**src/rtl/fact_sched_pkg.sv**
```systemverilog
// rtl/fact_sched_pkg.sv - shared states, address offsets and register bit positions
package fact_sched_pkg;

  typedef enum logic [2:0] {
    ST_IDLE,
    ST_LOAD,
    ST_GO,
    ST_WAIT,
    ST_CAPT
  } state_e;

  localparam logic [1:0] CPU_JOB    = 2'd0;
  localparam logic [1:0] CPU_RES    = 2'd1;
  localparam logic [1:0] CPU_STATUS = 2'd2;
  localparam logic [1:0] CPU_CTRL   = 2'd3;

  localparam logic [1:0] FA_N    = 2'd0;
  localparam logic [1:0] FA_GO   = 2'd1;
  localparam logic [1:0] FA_STAT = 2'd2;
  localparam logic [1:0] FA_RES  = 2'd3;

  localparam int FA_DONE_BIT = 0;
  localparam int FA_ERR_BIT  = 1;

  localparam int STAT_BUSY_BIT   = 0;
  localparam int STAT_OVF_BIT    = 1;
  localparam int STAT_HERR_BIT   = 2;
  localparam int STAT_REMPTY_BIT = 3;
  localparam int STAT_JCNT_LSB   = 4;
  localparam int STAT_RCNT_LSB   = 8;

  localparam int CTRL_CLR_OVF_BIT = 0;
  localparam int CTRL_FLUSH_BIT   = 1;

endpackage

```
**src/rtl/fact_scheduler_if.sv**
```systemverilog
// rtl/fact_scheduler_if.sv - CPU-side and accelerator-side bus signals of the scheduler
interface fact_scheduler_if;
  logic        we;
  logic [1:0]  a;
  logic [31:0] wd;
  logic [31:0] rd;
  logic        fa_we;
  logic [1:0]  fa_a;
  logic [3:0]  fa_wd;
  logic [31:0] fa_rd;

  modport slave  (input we, a, wd, fa_rd, output rd, fa_we, fa_a, fa_wd);
  modport master (output we, a, wd, fa_rd, input rd, fa_we, fa_a, fa_wd);
endinterface

```
**src/rtl/sync_fifo.sv**
```systemverilog
// rtl/sync_fifo.sv - synchronous FIFO; push on full and pop on empty are ignored, clear wins
module sync_fifo #(
  parameter int WIDTH = 4,
  parameter int DEPTH = 4
) (
  input  logic                   clk,
  input  logic                   rst,
  input  logic                   clr_i,
  input  logic                   push_i,
  input  logic [WIDTH-1:0]       wdata_i,
  input  logic                   pop_i,
  output logic [WIDTH-1:0]       rdata_o,
  output logic                   full_o,
  output logic                   empty_o,
  output logic [$clog2(DEPTH):0] count_o
);
  localparam int AW = $clog2(DEPTH);

  logic [WIDTH-1:0] mem_q [DEPTH];
  logic [AW-1:0]    wr_ptr_q, wr_ptr_d, rd_ptr_q, rd_ptr_d;
  logic [AW:0]      count_q, count_d;
  logic             do_push, do_pop;

  assign full_o  = (count_q == (AW+1)'(DEPTH));
  assign empty_o = (count_q == '0);
  assign do_push = push_i && !full_o;
  assign do_pop  = pop_i && !empty_o;
  assign rdata_o = mem_q[rd_ptr_q];
  assign count_o = count_q;

  // Pointers wrap naturally because DEPTH is a power of two.
  always_comb begin
    wr_ptr_d = wr_ptr_q;
    rd_ptr_d = rd_ptr_q;
    count_d  = count_q;
    if (clr_i) begin
      wr_ptr_d = '0;
      rd_ptr_d = '0;
      count_d  = '0;
    end else begin
      if (do_push) wr_ptr_d = wr_ptr_q + 1'b1;
      if (do_pop)  rd_ptr_d = rd_ptr_q + 1'b1;
      case ({do_push, do_pop})
        2'b10:   count_d = count_q + 1'b1;
        2'b01:   count_d = count_q - 1'b1;
        default: ;
      endcase
    end
  end

  always_ff @(posedge clk) begin
    if (!rst) begin
      wr_ptr_q <= '0;
      rd_ptr_q <= '0;
      count_q  <= '0;
    end else begin
      wr_ptr_q <= wr_ptr_d;
      rd_ptr_q <= rd_ptr_d;
      count_q  <= count_d;
    end
  end

  always_ff @(posedge clk) begin
    if (do_push && !clr_i) mem_q[wr_ptr_q] <= wdata_i;
  end
endmodule

```
**src/rtl/fact_scheduler.sv**
```systemverilog
// rtl/fact_scheduler.sv - CPU job queue in front of the factorial accelerator; sole bus master of it
module fact_scheduler
  import fact_sched_pkg::*;
#(
  parameter int DEPTH   = 4,
  parameter int TIMEOUT = 64
) (
  input logic              clk,
  input logic              rst,
  fact_scheduler_if.slave  bus
);
  localparam int CW = $clog2(DEPTH) + 1;
  localparam int TW = (TIMEOUT > 1) ? $clog2(TIMEOUT) : 1;

  state_e        state_q, state_d;
  logic [TW-1:0] tmo_q, tmo_d;
  logic          err_q, err_d;
  logic          ovf_q, ovf_d;

  logic          cpu_job_wr, cpu_res_wr, cpu_ctrl_wr, flush, clr_ovf;
  logic          job_push, job_pop, job_full, job_empty;
  logic [3:0]    job_head;
  logic [CW-1:0] job_count;
  logic          res_push, res_full, res_empty;
  logic [32:0]   res_head, res_wdata;
  logic [CW-1:0] res_count;
  logic          fa_we, head_err;
  logic [1:0]    fa_a;
  logic [3:0]    fa_wd;
  logic [31:0]   rd_data;

  assign cpu_job_wr  = bus.we && (bus.a == CPU_JOB);
  assign cpu_res_wr  = bus.we && (bus.a == CPU_RES);
  assign cpu_ctrl_wr = bus.we && (bus.a == CPU_CTRL);
  assign flush       = cpu_ctrl_wr && bus.wd[CTRL_FLUSH_BIT];
  assign clr_ovf     = cpu_ctrl_wr && bus.wd[CTRL_CLR_OVF_BIT];
  assign job_push    = cpu_job_wr && !flush;
  assign res_wdata   = {err_q, err_q ? 32'h0 : bus.fa_rd};
  assign head_err    = !res_empty && res_head[32];

  sync_fifo #(.WIDTH(4), .DEPTH(DEPTH)) u_job_fifo (
    .clk(clk), .rst(rst), .clr_i(flush), .push_i(job_push), .wdata_i(bus.wd[3:0]),
    .pop_i(job_pop), .rdata_o(job_head), .full_o(job_full), .empty_o(job_empty),
    .count_o(job_count)
  );

  sync_fifo #(.WIDTH(33), .DEPTH(DEPTH)) u_res_fifo (
    .clk(clk), .rst(rst), .clr_i(flush), .push_i(res_push), .wdata_i(res_wdata),
    .pop_i(cpu_res_wr), .rdata_o(res_head), .full_o(res_full), .empty_o(res_empty),
    .count_o(res_count)
  );

  always_comb begin
    ovf_d = ovf_q;
    if (clr_ovf) ovf_d = 1'b0;
    if (cpu_job_wr && job_full && !flush) ovf_d = 1'b1;
  end

  always_comb begin
    state_d  = state_q;
    tmo_d    = tmo_q;
    err_d    = err_q;
    job_pop  = 1'b0;
    res_push = 1'b0;
    fa_we    = 1'b0;
    fa_a     = FA_N;
    fa_wd    = 4'h0;
    case (state_q)
      ST_IDLE: if (!job_empty && !res_full) state_d = ST_LOAD;
      ST_LOAD: begin
        fa_we   = 1'b1;
        fa_a    = FA_N;
        fa_wd   = job_head;
        job_pop = 1'b1;
        state_d = ST_GO;
      end
      ST_GO: begin
        fa_we   = 1'b1;
        fa_a    = FA_GO;
        fa_wd   = 4'h1;
        tmo_d   = '0;
        state_d = ST_WAIT;
      end
      ST_WAIT: begin
        fa_a = FA_STAT;
        // A done seen on the final allowed cycle still beats the timeout.
        if (bus.fa_rd[FA_DONE_BIT]) begin
          err_d   = bus.fa_rd[FA_ERR_BIT];
          state_d = ST_CAPT;
        end else if (tmo_q == TW'(TIMEOUT - 1)) begin
          err_d   = 1'b1;
          state_d = ST_CAPT;
        end else begin
          tmo_d = tmo_q + 1'b1;
        end
      end
      ST_CAPT: begin
        fa_a     = FA_RES;
        res_push = 1'b1;
        state_d  = ST_IDLE;
      end
      default: state_d = ST_IDLE;
    endcase
    if (flush) begin
      state_d = ST_IDLE;
      tmo_d   = '0;
    end
  end

  always_ff @(posedge clk) begin
    if (!rst) begin
      state_q <= ST_IDLE;
      tmo_q   <= '0;
      err_q   <= 1'b0;
      ovf_q   <= 1'b0;
    end else begin
      state_q <= state_d;
      tmo_q   <= tmo_d;
      err_q   <= err_d;
      ovf_q   <= ovf_d;
    end
  end

  always_comb begin
    rd_data = 32'h0;
    case (bus.a)
      CPU_JOB: rd_data = 32'(job_count);
      CPU_RES: rd_data = res_empty ? 32'h0 : res_head[31:0];
      CPU_STATUS: begin
        rd_data[STAT_BUSY_BIT]         = (state_q != ST_IDLE);
        rd_data[STAT_OVF_BIT]          = ovf_q;
        rd_data[STAT_HERR_BIT]         = head_err;
        rd_data[STAT_REMPTY_BIT]       = res_empty;
        rd_data[STAT_JCNT_LSB +: 4]    = 4'(job_count);
        rd_data[STAT_RCNT_LSB +: 4]    = 4'(res_count);
      end
      default: rd_data = 32'h0;
    endcase
  end

  assign bus.rd    = rd_data;
  assign bus.fa_we = fa_we;
  assign bus.fa_a  = fa_a;
  assign bus.fa_wd = fa_wd;
endmodule

```
**src/flat_wrapper.sv**
```systemverilog
// flat-port wrapper written by rule: the top's interface ports become plain ports
module fact_scheduler_flat import fact_sched_pkg::*;
#(
  parameter int DEPTH   = 4,
  parameter int TIMEOUT = 64
)
  (clk, rst, bus_we, bus_a, bus_wd, bus_fa_rd, bus_rd, bus_fa_we, bus_fa_a, bus_fa_wd);
  fact_scheduler_if bus_i ();
  input logic clk;
  input logic rst;
  input wire logic [$bits(bus_i.we)-1:0] bus_we;
  input wire logic [$bits(bus_i.a)-1:0] bus_a;
  input wire logic [$bits(bus_i.wd)-1:0] bus_wd;
  input wire logic [$bits(bus_i.fa_rd)-1:0] bus_fa_rd;
  output wire logic [$bits(bus_i.rd)-1:0] bus_rd;
  output wire logic [$bits(bus_i.fa_we)-1:0] bus_fa_we;
  output wire logic [$bits(bus_i.fa_a)-1:0] bus_fa_a;
  output wire logic [$bits(bus_i.fa_wd)-1:0] bus_fa_wd;
  assign bus_i.we = bus_we;
  assign bus_i.a = bus_a;
  assign bus_i.wd = bus_wd;
  assign bus_i.fa_rd = bus_fa_rd;
  assign bus_rd = bus_i.rd;
  assign bus_fa_we = bus_i.fa_we;
  assign bus_fa_a = bus_i.fa_a;
  assign bus_fa_wd = bus_i.fa_wd;
  fact_scheduler #(.DEPTH(DEPTH), .TIMEOUT(TIMEOUT)) u_core (.clk(clk), .rst(rst), .bus(bus_i));
endmodule
```
**config.mk**
```make
export PLATFORM = sky130hd
export DESIGN_NAME = fact_scheduler_flat
export DESIGN_NICKNAME = d
export VERILOG_FILES = /design/src/rtl/fact_sched_pkg.sv /design/src/rtl/fact_scheduler_if.sv /design/src/rtl/sync_fifo.sv /design/src/rtl/fact_scheduler.sv /design/src/flat_wrapper.sv
export SDC_FILE = /design/constraint.sdc
export NUM_CORES = 1
export LEC_CHECK = 0
export BUFFER_PORTS_ARGS = -buffer_cell sky130_fd_sc_hd__buf_4
export CAP_MARGIN = 30
export CORE_ASPECT_RATIO = 0.8
export CORE_UTILIZATION = 47
export CTS_CLUSTER_SIZE = 24
export DETAILED_ROUTE_END_ITERATION = 7
export GPL_ROUTABILITY_DRIVEN = 0
export PLACE_DENSITY = 0.68
export SLEW_MARGIN = 20
export SYNTH_ARGS = -nofsm -noshare
export SYNTH_HDL_FRONTEND = slang
export SYNTH_SLANG_ARGS = --single-unit
export TNS_END_PERCENT = 30
```
**constraint.sdc**
```tcl
create_clock -name clk -period 3.5 [get_ports clk]
set_input_delay 0.175 -clock clk [delete_from_list [all_inputs] [get_ports clk]]
set_output_delay 0.175 -clock clk [all_outputs]
set_load 0.005 [all_outputs]
```
# == Word level (Yosys, flattened, before mapping) ==
# Memories as Yosys holds them, arrays and structs flattened. A register that Yosys moved wholly into a read port is not among the register bits.
# Index checks and enable logic that the tools add are counted.
# op_classes
n_reduce_logical,36
add_sub_neg,9
bitwise,1
n_eq_ne,18
muxes,30
# op_table
op,n
32-bit 2-to-1 mux,2
12-bit case mux with 3 select lines,1
20-bit 2-to-1 mux,1
1-bit logical AND,16
6-bit 2-to-1 mux,2
3-bit case mux with 2 select lines,2
3-bit case mux with 4 select lines,1
6-bit case mux with 2 select lines,1
1-bit 2-to-1 mux,11
2-bit nonzero test,5
3-bit equality test (second input constant),3
3-bit logical NOT,3
3-bit 2-to-1 mux,3
2-bit by 1-bit adder with 2-bit output (second input constant),4
2-bit equality test (second input constant),4
2-bit 2-to-1 mux,4
4-bit case mux with 2 select lines,1
3-bit by 1-bit adder with 3-bit output (second input constant),2
6-bit by 1-bit adder with 6-bit output (second input constant),1
2-bit by 1-bit equality test with 1-bit output (second input constant),3
3-bit by 2-bit equality test with 1-bit output (second input constant),2
6-bit equality test (second input constant),1
2-bit case mux with 3 select lines,1
3-bit by 1-bit subtractor with 3-bit output (second input constant),2
11 further kinds,18
# totals
elab_cells,106
out_inout_bits,39
regBits,25
in_bits,69
memories,2
mem_bits_rw,148
# mem_list
name,depth,width,read_ports,rd_clocked_by_memory_dff,write_ports,line_no,source
u_core.u_res_fifo.mem_q,4,33,1,1,1,sync_fifo.sv:19,logic [WIDTH-1:0] mem_q [DEPTH];
u_core.u_job_fifo.mem_q,4,4,1,1,1,sync_fifo.sv:19,

# == Logic depth before layout (Yosys ltp) ==
# logic_depth
ltp_word,9
depth_mapped,10
mapped_depth_nobuf,9

# == Hierarchy ==
# Synthesis repeated with hierarchy kept, for this count alone.
# unflattened
cells_unflattened,473
hier_area_um2,7582.3
# by_module_without_submodules
module,n_inst,seq_area_each_um2,area_per_inst_um2,cells_each
sync_fifo (u_core.u_res_fifo),1,4144.0,5293.8,228
fact_scheduler,1,220.2,1221.2,170
sync_fifo (u_core.u_job_fifo),1,660.6,1067.3,75

# == Least setup slack after synthesis ==
# OpenSTA, ideal clock, no wires.
# synth_path
path_kind,register to register
start,register u_core.state_q[2]
end,"register u_core.u_job_fifo.count_q[2], in the netlist u_core.u_job_fifo.count_o[2]"
setup_ps,71
arrival_time_ps,2209
path_stages_with_launch,11
n_path_buf,2
path_slack_ps,1220
period_less_slack_ps,2280
required_ps,3429
cell_sequence,dfxtp_1 -> buf_6 -> or3b_1 -> buf_2 -> nor2_2 -> ha_1 -> inv_1 -> fa_1 -> xor2_1 -> or3_1 -> a21oi_1
# synth_via
elab_chain_len,5
word_cells_on_any_way,7
classes_between,eq/ne: 3; mux: 2; reduce/logical: 2
# synth_lines
item,line_no,source
from (decl),fact_scheduler.sv:15,"state_e state_q, state_d;"
from (signal assigned),fact_scheduler.sv:117,state_q <= state_d;
3-bit by 1-bit equality test with 1-bit output (*),fact_scheduler.sv:68,case (state_q)
1-bit 2-to-1 mux (*),fact_scheduler.sv:68,
1-bit logical AND (*),sync_fifo.sv:27,assign do_pop = pop_i && !empty_o;
named net u_core.u_job_fifo.do_pop,sync_fifo.sv:22,"logic do_push, do_pop;"
2-bit by 1-bit equality test with 1-bit output or 2-bit equality test (tied branches),sync_fifo.sv:43,"case ({do_push, do_pop})"
3-bit case mux with 2 select lines or 2-bit nonzero test (tied branches),--,
to (signal assigned),sync_fifo.sv:59,count_q <= count_d;
to (decl),sync_fifo.sv:21,"logic [AW:0] count_q, count_d;"
# The timed path passes the listed nets; every way through them passes the cells marked *.
# A chain may end at the register's enable or synchronous reset.

==> results_dict.tcl <==
set metrics [dict create \
    setup.worst_path.start_class "register" \
    wl_um 14100 \
    required_ps 3320 \
    drc 0 \
    worst_clock_skew_ps 8.35 \
    arrival_ps 2410 \
    finalSetupViolCount 0 \
    rows 40 \
    run_status "finished clean" \
    yosysUniqueCellTypes 49 \
    synth_edf_count 148 \
    cts_buffer_depth 2 \
    die_h_um 114 \
    clkPwrFrac 0.433 \
    maxSlewViolCount 0 \
    grt_pass1_vias 4166 \
    layout_min_cycle_time_ps 2580 \
    final_util 0.583 \
    path_clk_slew_ps 60 \
    wire_per_inst_um 18.3 \
    firstDrtPassIters 4 \
    crit_fanout 21 \
    hold_slack_ps 33.5 \
    power_switching_w 0.000862 \
    yosys_warnings 0 \
    portBuffers 79 \
    hold_violations 0 \
    slew_headroom 0.479 \
    antenna_found_initial 0 \
    grt_max_degree 38 \
    tightest_slew_ps 780 \
    async_flop_share 0 \
    power.leakage_nw 3.08 \
    synth_largest_area_cell "edfxtp_1" \
    ys_seq_elements 177 \
    cts_num_sinks 177 \
    syn_to_final_growth_pct 20.1 \
    powerDensity_nw_per_um2 482 \
    swShare 0.201 \
    antennaDiodeCount 0 \
    synth_top_cell_area_share 0.601 \
    fin_crit_sh 0.738 \
    root_buffer "clkbuf_16" \
    netlist_instances 456 \
    place_inst 735 \
    vias 4125 \
    dieWidth_um 142 \
    cts_buffers 17 \
    instances_no_fill 771 \
    start_util 0.486 \
    htree_levels 4 \
    overflow 0 \
    ant_nets 0 \
    synth_area_leaders "edfxtp_1 (60%), mux4_2 (11%), dfxtp_1 (7.9%), nor2b_1 (2.8%), and2_1 (2.5%)" \
    dp_hpwl_um 9310 \
    grt_setup_unrepaired "no" \
    insertion_delay_ps 420 \
    maxCapViolCount 0 \
    drive_above_1_share 0.310 \
    hold_class "in2reg" \
    power_frac_seq 0.536 \
    end_kind "output port" \
    nets 630 \
    grt_usage 0.188 \
    cts_tree "done" \
    grt_pass1_wl_um 22300 \
    peakVddDrop_mv 0.414 \
    syn_nets 538 \
    synth.avg_cell_area_um2 16.2 \
    yosysSeqAreaShare 0.680 \
    p_comb_frac 0.031 \
    core_area_um2 15200 \
    tns_ps 0 \
    synthTopCellsByCount "edfxtp_1 (148), mux4_2 (37), nor2b_1 (33)" \
    io-pin-count 108 \
    dieArea_um2 16200 \
    worst-setup-path-type "reg2out" \
    synth_area_um2 7390 \
    drt-initial-drc-count 249 \
    p_int_w 0.00342 \
    yosysMostFrequentCell "edfxtp_1" \
    viasPerCell 5.35 \
    dpl_cell_area_um2 8260 \
    dominantRegCellSynth "edfxtp_1" \
    fmax_mhz 387 \
    fin_area_um2 8880 \
]
-- path summary, 6_finish.rpt --
kind                          start                           end  slack, ps  depth (start not counted)
setup / recovery           register                     bus_rd[0]        920                          5
hold / removal                  rst                  u_core.err_q         30                          2
hold reg to reg        u_core.ovf_q                  u_core.ovf_q        500                          2
setup reg to reg  u_core.state_q[0]  u_core.u_job_fifo.count_o[2]        970                          8
-- registers in the layout, indices dropped and copies added (netlist names), 3 cells and up, named ones only --
name	count
u_core.u_job_fifo.count_o	3
u_core.u_res_fifo.mem_q	132
u_core.state_q	3
u_core.u_res_fifo.count_o	3
u_core.tmo_q	6
u_core.u_job_fifo.mem_q	16
-- area by class of cell --
type                       count  area, µm²
clock buffer                  19        433
clock inverter                13        149
inverter                      16       60.1
timing repair buffer          95        736
multi-input combinational    241       2210
fill                        1193       6340
sequential                   177       5030
tap                          210        263
-- stage by stage --
| step | total power (W) | setup slack [ps] |
|---|---|---|
| 2_1_floorplan | 0.00240 | 1220 |
| 3_3_place_gp | 0.00246 | 1050 |
| 3_5_place_dp | 0.00247 | 982 |
| 4_1_cts | 0.00432 | 861 |
| 5_1_grt | 0.00442 | 732 |
| 6_report | 0.00428 | 919 |
-- repair_timing --
action	4_1_cts	5_1_grt
gates resized for setup	0	0
endpoints found under the hold margin	16	0
hold buffers	4	0
buffers inserted	0	0
-- worst max-delay path, stage by stage, from the launching register on --
cell and delay (ps):
dfxtp_2 670, buf_12 280, mux4_2 550, a31oi_1 230
o21ai_0 110, buf_4 140
-- layout by cell type (no fill, tap or decap), types with 2 or more instances in the layout --
| cell | instances |
|---|---|
| and2_1 | 26 |
| clkbuf_16 | 17 |
| o211ai_1 | 3 |
| mux2i_1 | 2 |
| or3_1 | 4 |
| nor2b_1 | 33 |
| nand2_1 | 10 |
| dfxtp_1 | 27 |
| inv_6 | 3 |
| nor2_2 | 2 |
| nor2_1 | 26 |
| inv_8 | 2 |
| clkinv_2 | 3 |
| a31oi_1 | 3 |
| clkinv_4 | 2 |
| nand4_1 | 2 |
| inv_1 | 16 |
| o21ai_0 | 6 |
| bufinv_16 | 2 |
| xnor2_1 | 7 |
| and2b_2 | 2 |
| dlygate4sd3_1 | 4 |
| a22o_1 | 7 |
| ha_1 | 11 |
| nor3_1 | 7 |
| a21oi_1 | 6 |
| nor3b_1 | 2 |
| xor2_1 | 7 |
| and3_1 | 3 |
| and2_2 | 4 |
| edfxtp_1 | 148 |
| nand3_1 | 11 |
| fa_1 | 2 |
| mux4_2 | 37 |
| clkbuf_1 | 2 |
| dfxtp_2 | 2 |
| buf_4 | 90 |
-- logic make-up (layout without fill, tap and decap cells) --
family                     Yosys count  after routing  share of synthesized area
DFF                                177            177                      0.680
xor gates and xnor gates            14             14                     0.0166
and+or+nand+nor                    140            140                      0.107
muxes                               39             39                      0.115
AOI/OAI and AO/OA                   35             35                     0.0347
adders and majority gates           13             13                     0.0240
buffers and inverters               38            143                     0.0225
-- routing by layer --
layer  wire (µm)  share of wire  global-route usage  vias to the layer above
met5           0              0                   0                        -
met1        6350           0.45               0.253                     2082
met2        6650           0.47               0.297                      120
met3        1020          0.072              0.0632                       15
met4         119         0.0084              0.0466                        0
li1            -              -                   -                     1908
-- power groups by stage --
stage               clock (W)  combinational [W]  sequential [W]
global placement            0           0.000125         0.00234
finish                0.00185           0.000134         0.00229
floorplan                   0          0.0000674         0.00234
CTS                   0.00189           0.000135         0.00229
detailed placement          0           0.000131         0.00234
global route          0.00198           0.000148         0.00229
(Power assumes the default switching activity.)
